`config.mk`:
```
export PLATFORM = sky130hd
export DESIGN_NAME = mux_tree_cfg_bank_flat
export DESIGN_NICKNAME = d
export VERILOG_FILES = /design/src/rtl/mux_tree_cfg_bank_if.sv /design/src/rtl/mux_tree_cfg_bank.sv /design/src/flat_wrapper.sv
export SDC_FILE = /design/constraint.sdc
export NUM_CORES = 1
export LEC_CHECK = 0
export CAP_MARGIN = 30
export CORE_MARGIN = 5
export CORE_UTILIZATION = 45
export CTS_CLUSTER_DIAMETER = 100
export DETAILED_ROUTE_END_ITERATION = 8
export PLACE_DENSITY = 0.81
export SYNTH_ARGS = -nofsm -noshare
export SYNTH_HDL_FRONTEND = slang
export SYNTH_SLANG_ARGS = --single-unit
```
`constraint.sdc`:
```
create_clock -name prog_clk -period 3.23 [get_ports prog_clk]
set_clock_uncertainty 0.05 [all_clocks]
set_input_delay 0.646 -clock prog_clk [delete_from_list [all_inputs] [get_ports prog_clk]]
set_output_delay 0.646 -clock prog_clk [all_outputs]
set_load 0.02 [all_outputs]
```
`src/rtl/mux_tree_cfg_bank_if.sv`:
```
// Bus interface for mux_tree_cfg_bank: configuration chain, commit handshake,
// status flags and the shared datapath. Clock and reset stay outside.
interface mux_tree_cfg_bank_if #(
  parameter int NUM_IN  = 18,
  parameter int NUM_OUT = 1
);
  logic               ccff_head;
  logic               shift_en;
  logic               commit;
  logic [NUM_IN-1:0]  in;
  logic [NUM_OUT-1:0] out;
  logic               ccff_tail;
  logic               cfg_loaded;
  logic               cfg_err;

  modport master (
    output ccff_head, shift_en, commit, in,
    input  out, ccff_tail, cfg_loaded, cfg_err
  );

  modport slave (
    input  ccff_head, shift_en, commit, in,
    output out, ccff_tail, cfg_loaded, cfg_err
  );
endinterface

```
`src/rtl/mux_tree_cfg_bank.sv`:
```
// mux_tree_cfg_bank: NUM_OUT binary mux trees over a shared NUM_IN-wide bus.
// Select bits arrive serially through a shadow chain (ccff_head -> ccff_tail)
// and only reach the trees on a validated commit. Unused leaves are tied to 1.
// Optional feature macro: MUX_TREE_CFG_OUT_REG_EN registers `out` (resets to ones).
module mux_tree_cfg_bank #(
  parameter int NUM_IN  = 18,
  parameter int NUM_OUT = 1
) (
  input  logic                prog_clk,
  input  logic                prog_reset,
  mux_tree_cfg_bank_if.slave  bus
);

  localparam int SEL_W     = $clog2(NUM_IN + 1);
  localparam int CHAIN_LEN = NUM_OUT * SEL_W;
  localparam int CNT_W     = $clog2(CHAIN_LEN + 2);
  localparam int LEAVES    = 2 ** SEL_W;
  localparam int PAD_W     = LEAVES - NUM_IN;

  localparam logic [CNT_W-1:0] CNT_FULL = CNT_W'(CHAIN_LEN);
  localparam logic [CNT_W-1:0] CNT_OVER = CNT_W'(CHAIN_LEN + 1);

  logic [CHAIN_LEN-1:0] r_shadow;
  logic [CHAIN_LEN-1:0] r_active;
  logic [CNT_W-1:0]     r_cnt;
  logic                 r_cfg_err;

  logic                 w_loaded;
  logic                 w_accept;
  logic                 w_reject;
  logic [LEAVES-1:0]    w_leaves;
  logic [NUM_OUT-1:0]   w_out;

  // Walk the tree level by level. At level j+1 a select of 1 keeps the
  // lower-index branch of each pair, so the chosen leaf is ~code.
  function automatic logic f_tree(input logic [LEAVES-1:0] leaves,
                                  input logic [SEL_W-1:0]  sel);
    logic [LEAVES-1:0] lvl;
    lvl = leaves;
    for (int j = 0; j < SEL_W; j++) begin
      for (int k = 0; k < (LEAVES >> (j + 1)); k++) begin
        lvl[k] = sel[j] ? lvl[2*k] : lvl[2*k+1];
      end
    end
    return lvl[0];
  endfunction

  assign w_loaded = (r_cnt == CNT_FULL);
  assign w_accept = bus.commit && w_loaded && !bus.shift_en;
  assign w_reject = bus.commit && !w_accept;
  assign w_leaves = {{PAD_W{1'b1}}, bus.in};

  // Shadow chain: shift in ccff_head at the LSB, first bit ends up at the MSB.
  always_ff @(posedge prog_clk) begin
    if (prog_reset) begin
      r_shadow <= '0;
    end else if (bus.shift_en) begin
      r_shadow <= {r_shadow[CHAIN_LEN-2:0], bus.ccff_head};
    end else begin
      r_shadow <= r_shadow;
    end
  end

  // Active selects: copied from the shadow only on an accepted commit.
  always_ff @(posedge prog_clk) begin
    if (prog_reset) begin
      r_active <= '0;
    end else if (w_accept) begin
      r_active <= r_shadow;
    end else begin
      r_active <= r_active;
    end
  end

  // Bit counter: counts shifts, saturates one past full to flag an over-shift.
  always_ff @(posedge prog_clk) begin
    if (prog_reset) begin
      r_cnt <= '0;
    end else if (w_accept) begin
      r_cnt <= '0;
    end else if (bus.shift_en && (r_cnt != CNT_OVER)) begin
      r_cnt <= r_cnt + CNT_W'(1);
    end else begin
      r_cnt <= r_cnt;
    end
  end

  // Sticky protocol error: any commit that is not accepted sets it.
  always_ff @(posedge prog_clk) begin
    if (prog_reset) begin
      r_cfg_err <= 1'b0;
    end else if (w_reject) begin
      r_cfg_err <= 1'b1;
    end else begin
      r_cfg_err <= r_cfg_err;
    end
  end

  // Datapath: one tree per output, each driven by its own slice of the selects.
  always_comb begin
    w_out = '1;
    for (int m = 0; m < NUM_OUT; m++) begin
      w_out[m] = f_tree(w_leaves, r_active[m*SEL_W +: SEL_W]);
    end
  end

`ifdef MUX_TREE_CFG_OUT_REG_EN
  logic [NUM_OUT-1:0] r_out;

  // Optional output register: one cycle of latency for both in and commits.
  always_ff @(posedge prog_clk) begin
    if (prog_reset) begin
      r_out <= '1;
    end else begin
      r_out <= w_out;
    end
  end

  assign bus.out = r_out;
`else
  assign bus.out = w_out;
`endif

  assign bus.ccff_tail  = r_shadow[CHAIN_LEN-1];
  assign bus.cfg_loaded = w_loaded;
  assign bus.cfg_err    = r_cfg_err;

endmodule

```
`src/flat_wrapper.sv`:
```
// flat-port wrapper written by rule: the top's interface ports become plain ports
module mux_tree_cfg_bank_flat 
#(
  parameter int NUM_IN  = 18,
  parameter int NUM_OUT = 1
)
  (prog_clk, prog_reset, bus_ccff_head, bus_shift_en, bus_commit, bus_in, bus_out, bus_ccff_tail, bus_cfg_loaded, bus_cfg_err);
  mux_tree_cfg_bank_if #(.NUM_IN(NUM_IN), .NUM_OUT(NUM_OUT)) bus_i ();
  input  logic prog_clk;
  input  logic prog_reset;
  input wire logic [$bits(bus_i.ccff_head)-1:0] bus_ccff_head;
  input wire logic [$bits(bus_i.shift_en)-1:0] bus_shift_en;
  input wire logic [$bits(bus_i.commit)-1:0] bus_commit;
  input wire logic [$bits(bus_i.in)-1:0] bus_in;
  output wire logic [$bits(bus_i.out)-1:0] bus_out;
  output wire logic [$bits(bus_i.ccff_tail)-1:0] bus_ccff_tail;
  output wire logic [$bits(bus_i.cfg_loaded)-1:0] bus_cfg_loaded;
  output wire logic [$bits(bus_i.cfg_err)-1:0] bus_cfg_err;
  assign bus_i.ccff_head = bus_ccff_head;
  assign bus_i.shift_en = bus_shift_en;
  assign bus_i.commit = bus_commit;
  assign bus_i.in = bus_in;
  assign bus_out = bus_i.out;
  assign bus_ccff_tail = bus_i.ccff_tail;
  assign bus_cfg_loaded = bus_i.cfg_loaded;
  assign bus_cfg_err = bus_i.cfg_err;
  mux_tree_cfg_bank #(.NUM_IN(NUM_IN), .NUM_OUT(NUM_OUT)) u_core (.prog_clk(prog_clk), .prog_reset(prog_reset), .bus(bus_i));
endmodule
```
---- Word level (Yosys, flattened, before mapping) ----
Index checks and enable logic that the tools add are counted.
cells by class
  add/sub/neg operators ................... 1
  equal/unequal tests ..................... 2
  muxes and demuxes ....................... 20
  reductions and logical operators ........ 7
operator list
  operator             number
  $mux 1               20
  $logic_and 1x1->1    4
  $add 3x1->3 const B  1
  $eq 3x3->1 const B   1
  $ne 3x3->1 const B   1
  $logic_not 1->1      2
  $reduce_or 2->1      1
storage, ports and cells
  flip-flop bits (word level) ............. 14
  bits of input ports ..................... 23
  output and inout bits ................... 4
  word-level logic and storage cells ...... 34

---- Longest topological paths before layout ----
  depth in word-level cells ............... 5
  depth in mapped cells ................... 7
  gate-level depth less buffers ........... 6

---- Least setup slack after synthesis ----
Ideal clock, no wire load.
  kind .................................... in2out
  start ................................... input port bus_in[13]
  end ..................................... output port bus_out
  arrival ................................. 1.620 ns
  data required time ...................... 2.534 ns
  slack ................................... 0.914 ns
  stages .................................. 4
  buffers on the path ..................... 0
  path through ............................ mux4_1 -> nor2b_1 -> a211oi_1 -> a21oi_1
on the way
  word-level cells in the longest chain between the ends .. 5
RTL lines
  element              RTL line                 text
  from (decl)          flat_wrapper.sv:14       input wire logic [$bits(bus_i.in)-1:0] bus_in;
  $mux 1 (5 in a row)  mux_tree_cfg_bank.sv:42  lvl[k] = sel[j] ? lvl[2*k] : lvl[2*k+1];
  to (decl)            flat_wrapper.sv:15       output wire logic [$bits(bus_i.out)-1:0] bus_out;
No other way between the ends.

---- Worst setup path after layout ----
  start ................................... input port bus_in[11]
  end ..................................... output port bus_out
The elaborated chain is that of the path after synthesis.

==> out/qor.yml <==
placement:
  hpwlAfterDp_mm: 1.20
  gp_congestion: 0.692
  dp_slack_ns: 0.0155
  port_buffers: 26
  dp.cells: 111
timing:
  tightest_slew_ns: 0.450
  fin_tns_setup_ns: 0
  fmax_mhz: 349
  relSlewSlack_pct: 69.9
  min_period_ns: 2.87
  fin_ws_ns: 0.361
  rsz0062_at_grt: "no"
  finalCritPeriodShare_pct: 88.8
  finalMaxSlewViolations: 0
  setup_viol: 0
  finalHoldViolCount: 0
pwr:
  comb_power_share_pct: 14.6
  leakage_uw: 0.000388
  power_density_nw_per_um2: 345
  p_sw_uw: 71.5
  p_sw_share_pct: 20.2
  p_int_uw: 283
  pwr-share-seq_pct: 51.5
  vdd_ir_drop_max_mv: 0.288
  total_power_uw: 354
  clkPwrFrac_pct: 33.9
die:
  start_util_pct: 47.9
  core_area_um2: 1520
  row_count: 14
  ioPinCount: 27
  die_h_um: 50.3
  die_area_um2: 2530
  die_w_um: 50.3
cts:
  postCtsSetupBuffers: 0
  cts_max_path_buffers: 2
  clkSinkCount: 14
  postCtsHoldBufs: 0
  htreeDepth: 1
  clockRootBuffer: "clkbuf_4"
  postCtsResizedCells: 0
  cts_tree: "built"
  numCtsBuffers: 3
  clkSlewWorstSetupHoldPaths_ns: 0.08
  worst_skew_pair.late_latency_ns: 0.27
logic_synthesis:
  yosysWarnings: 0
  synth.area.top_cells: "dfxtp_1 (38%), mux4_1 (14%), mux2i_1 (8.2%)"
  yosys-top-cells-count: "dfxtp_1 (14), nand2_1 (12), a21oi_1 (7), nor2_1 (7), mux2i_1 (6)"
  synth_nets: 99
  synthDominantCellAreaShare_pct: 38.4
  yosys.cell_types.count: 24
  ys_seq_elements: 14
  synth_top_area_cell: "dfxtp_1"
  ys.flop_type: "dfxtp_1"
  syn_inst: 73
  yosysSeqAreaShare_pct: 38.4
  synth_edf_count: 0
  avgSynthCellArea_um2: 10.0
  async_flop_share_pct: 0
  synthMostInstantiatedCell: "dfxtp_1"
  netlist_area_um2: 731
critical_path:
  arrival_ns: 2.17
  r2r_slack_ns: 1.72
  end_kind: "output port"
  reg2reg_from: "u_core.r_cnt[0]$_SDFFE_PP0P_"
  endpoint: "bus_out"
  crit_path_start_kind: "input port"
  startpoint: "bus_in[11]"
  r2r_cells: 5
  r2r_end: "u_core.r_cnt[1]$_SDFFE_PP0P_"
  critPathMaxFanout: 1
  worst-setup-path-type: "in -> out"
  crit_required_ns: 2.53
grt:
  grt_max_degree: 15
  grt_usage_pct: 12.3
  grt_antenna_before_repair: 0
  grt-ovfl-total: 0
  grt_first_pass_wirelength_mm: 2.46
  grt_pass1_vias: 561
route:
  drtPass1Iterations: 4
  remaining_drc_errors: 0
  vias: 605
  dr.first_iter.drc_count: 10
  viasPerCell: 5.26
  wl_per_cell_um: 12.8
  ant_nets: 0
  wl_mm: 1.48
run_status:
  status: "complete, no violations"
finish:
  fin_util_pct: 67.3
  insertedDiodeCount: 0
  drive_above_1_share_pct: 6.06
  instances_no_fill: 115
  syn_to_final_growth_pct: 40.4
  multi_input_area_um2: 419
  nNetsFinal: 126
  fill_cells: 125
  regArea_um2: 280
hold_path:
  hp-class: "reg -> reg"
run:
  drv_cap: 0
## logic make-up (layout without fill, tap and decap cells)
logic type                 after synthesis  in the layout  synth area share (%)
adders and majority gates                3              3                  5.14
AOI/OAI and AO/OA                       11             11                  9.76
DFF                                     14             14                  38.4
buffers and inverters                    6             32                  4.28
xor gates and xnor gates                 2              2                  2.40
muxes                                   11             11                  24.1
and+or+nand+nor                         26             26                  15.9
## registers in the layout, summed over array words and instances, names as in the netlist
name                flops
u_core.r_active         5
u_core.r_shadow         5
u_core.r_cnt            3
u_core.bus.cfg_err      1
## worst max-delay path, stage by stage
cell and delay (ns):
clkdlybuf4s50_1 0.40, mux4_1 0.47, nor2b_1 0.14, a211oi_1 0.22, a21oi_1 0.09, dlymetal6s2s_1 0.21
## worst min-delay path by stage
stage | cells after the start | end | slack, ns | from
after global placement | 2 | u_core.bus.cfg_err$_SDFFE_PP0P_ | 0.40 | u_core.bus.cfg_err$_SDFFE_PP0P_
after detailed placement | 2 | u_core.bus.cfg_err$_SDFFE_PP0P_ | 0.41 | u_core.bus.cfg_err$_SDFFE_PP0P_
after floorplan | 2 | u_core.r_active[2]$_SDFFE_PP0P_ | 0.39 | u_core.r_shadow[2]$_SDFFE_PP0P_
after CTS | 2 | u_core.r_active[1]$_SDFFE_PP0P_ | 0.43 | u_core.r_shadow[1]$_SDFFE_PP0P_
after global routing | 2 | u_core.r_active[1]$_SDFFE_PP0P_ | 0.46 | u_core.r_shadow[1]$_SDFFE_PP0P_
final | 2 | u_core.r_active[3]$_SDFFE_PP0P_ | 0.42 | u_core.r_shadow[3]$_SDFFE_PP0P_
## cell usage in the layout, fill, tap and decap left out
master,synthesis,routed
dfxtp_1,14,14
nor2_1,7,7
a21oi_1,7,7
xor2_1,1,1
clkdlybuf4s50_1,0,25
dlymetal6s2s_1,0,1
clkbuf_8,0,1
xnor2_1,1,1
clkbuf_4,0,3
ha_1,3,3
mux2i_1,6,6
inv_1,2,2
a21boi_1,1,1
and2_1,1,1
mux4_1,4,4
and3b_1,1,1
nand4_1,1,1
nand3b_1,1,1
a2111oi_0,1,1
nor2b_1,1,1
nor3_1,2,2
nand2_1,12,12
mux2_2,1,1
a211oi_1,1,1
o22ai_2,1,1
## metrics by stage
step | hold slack (ns) | area [µm²]
after floorplan | 0.394 | 731
after global placement | 0.396 | 987
after detailed placement | 0.414 | 987
after CTS | 0.434 | 1020
after global routing | 0.460 | 1030
final | 0.423 | 1030
## cell type report
cell class | count | area share (%)
Timing Repair Buffer | 26 | 25.6
Multi-Input combinational cell | 53 | 40.9
Sequential cell | 14 | 27.3
Tap cell | 16 | 1.95
Inverter | 2 | 0.732
Clock buffer | 4 | 3.54
## metal layers
layer	track usage [%]	vias up	routed length, µm
met4	2.55	0	4
li1	-	316	-
met3	5.62	2	80
met5	0	-	0
met2	19.2	12	749
met1	15.7	275	643
## power by group through the flow
stage               clock network (µW)  logic (µW)  registers [µW]
global placement                     0        50.8             186
global route                       134        57.3             184
detailed placement                   0        52.1             187
CTS                                124        52.5             183
finish                             120        51.7             183
floorplan                            0        20.5             187
Note: power is estimated with default switching activity, not from simulation.
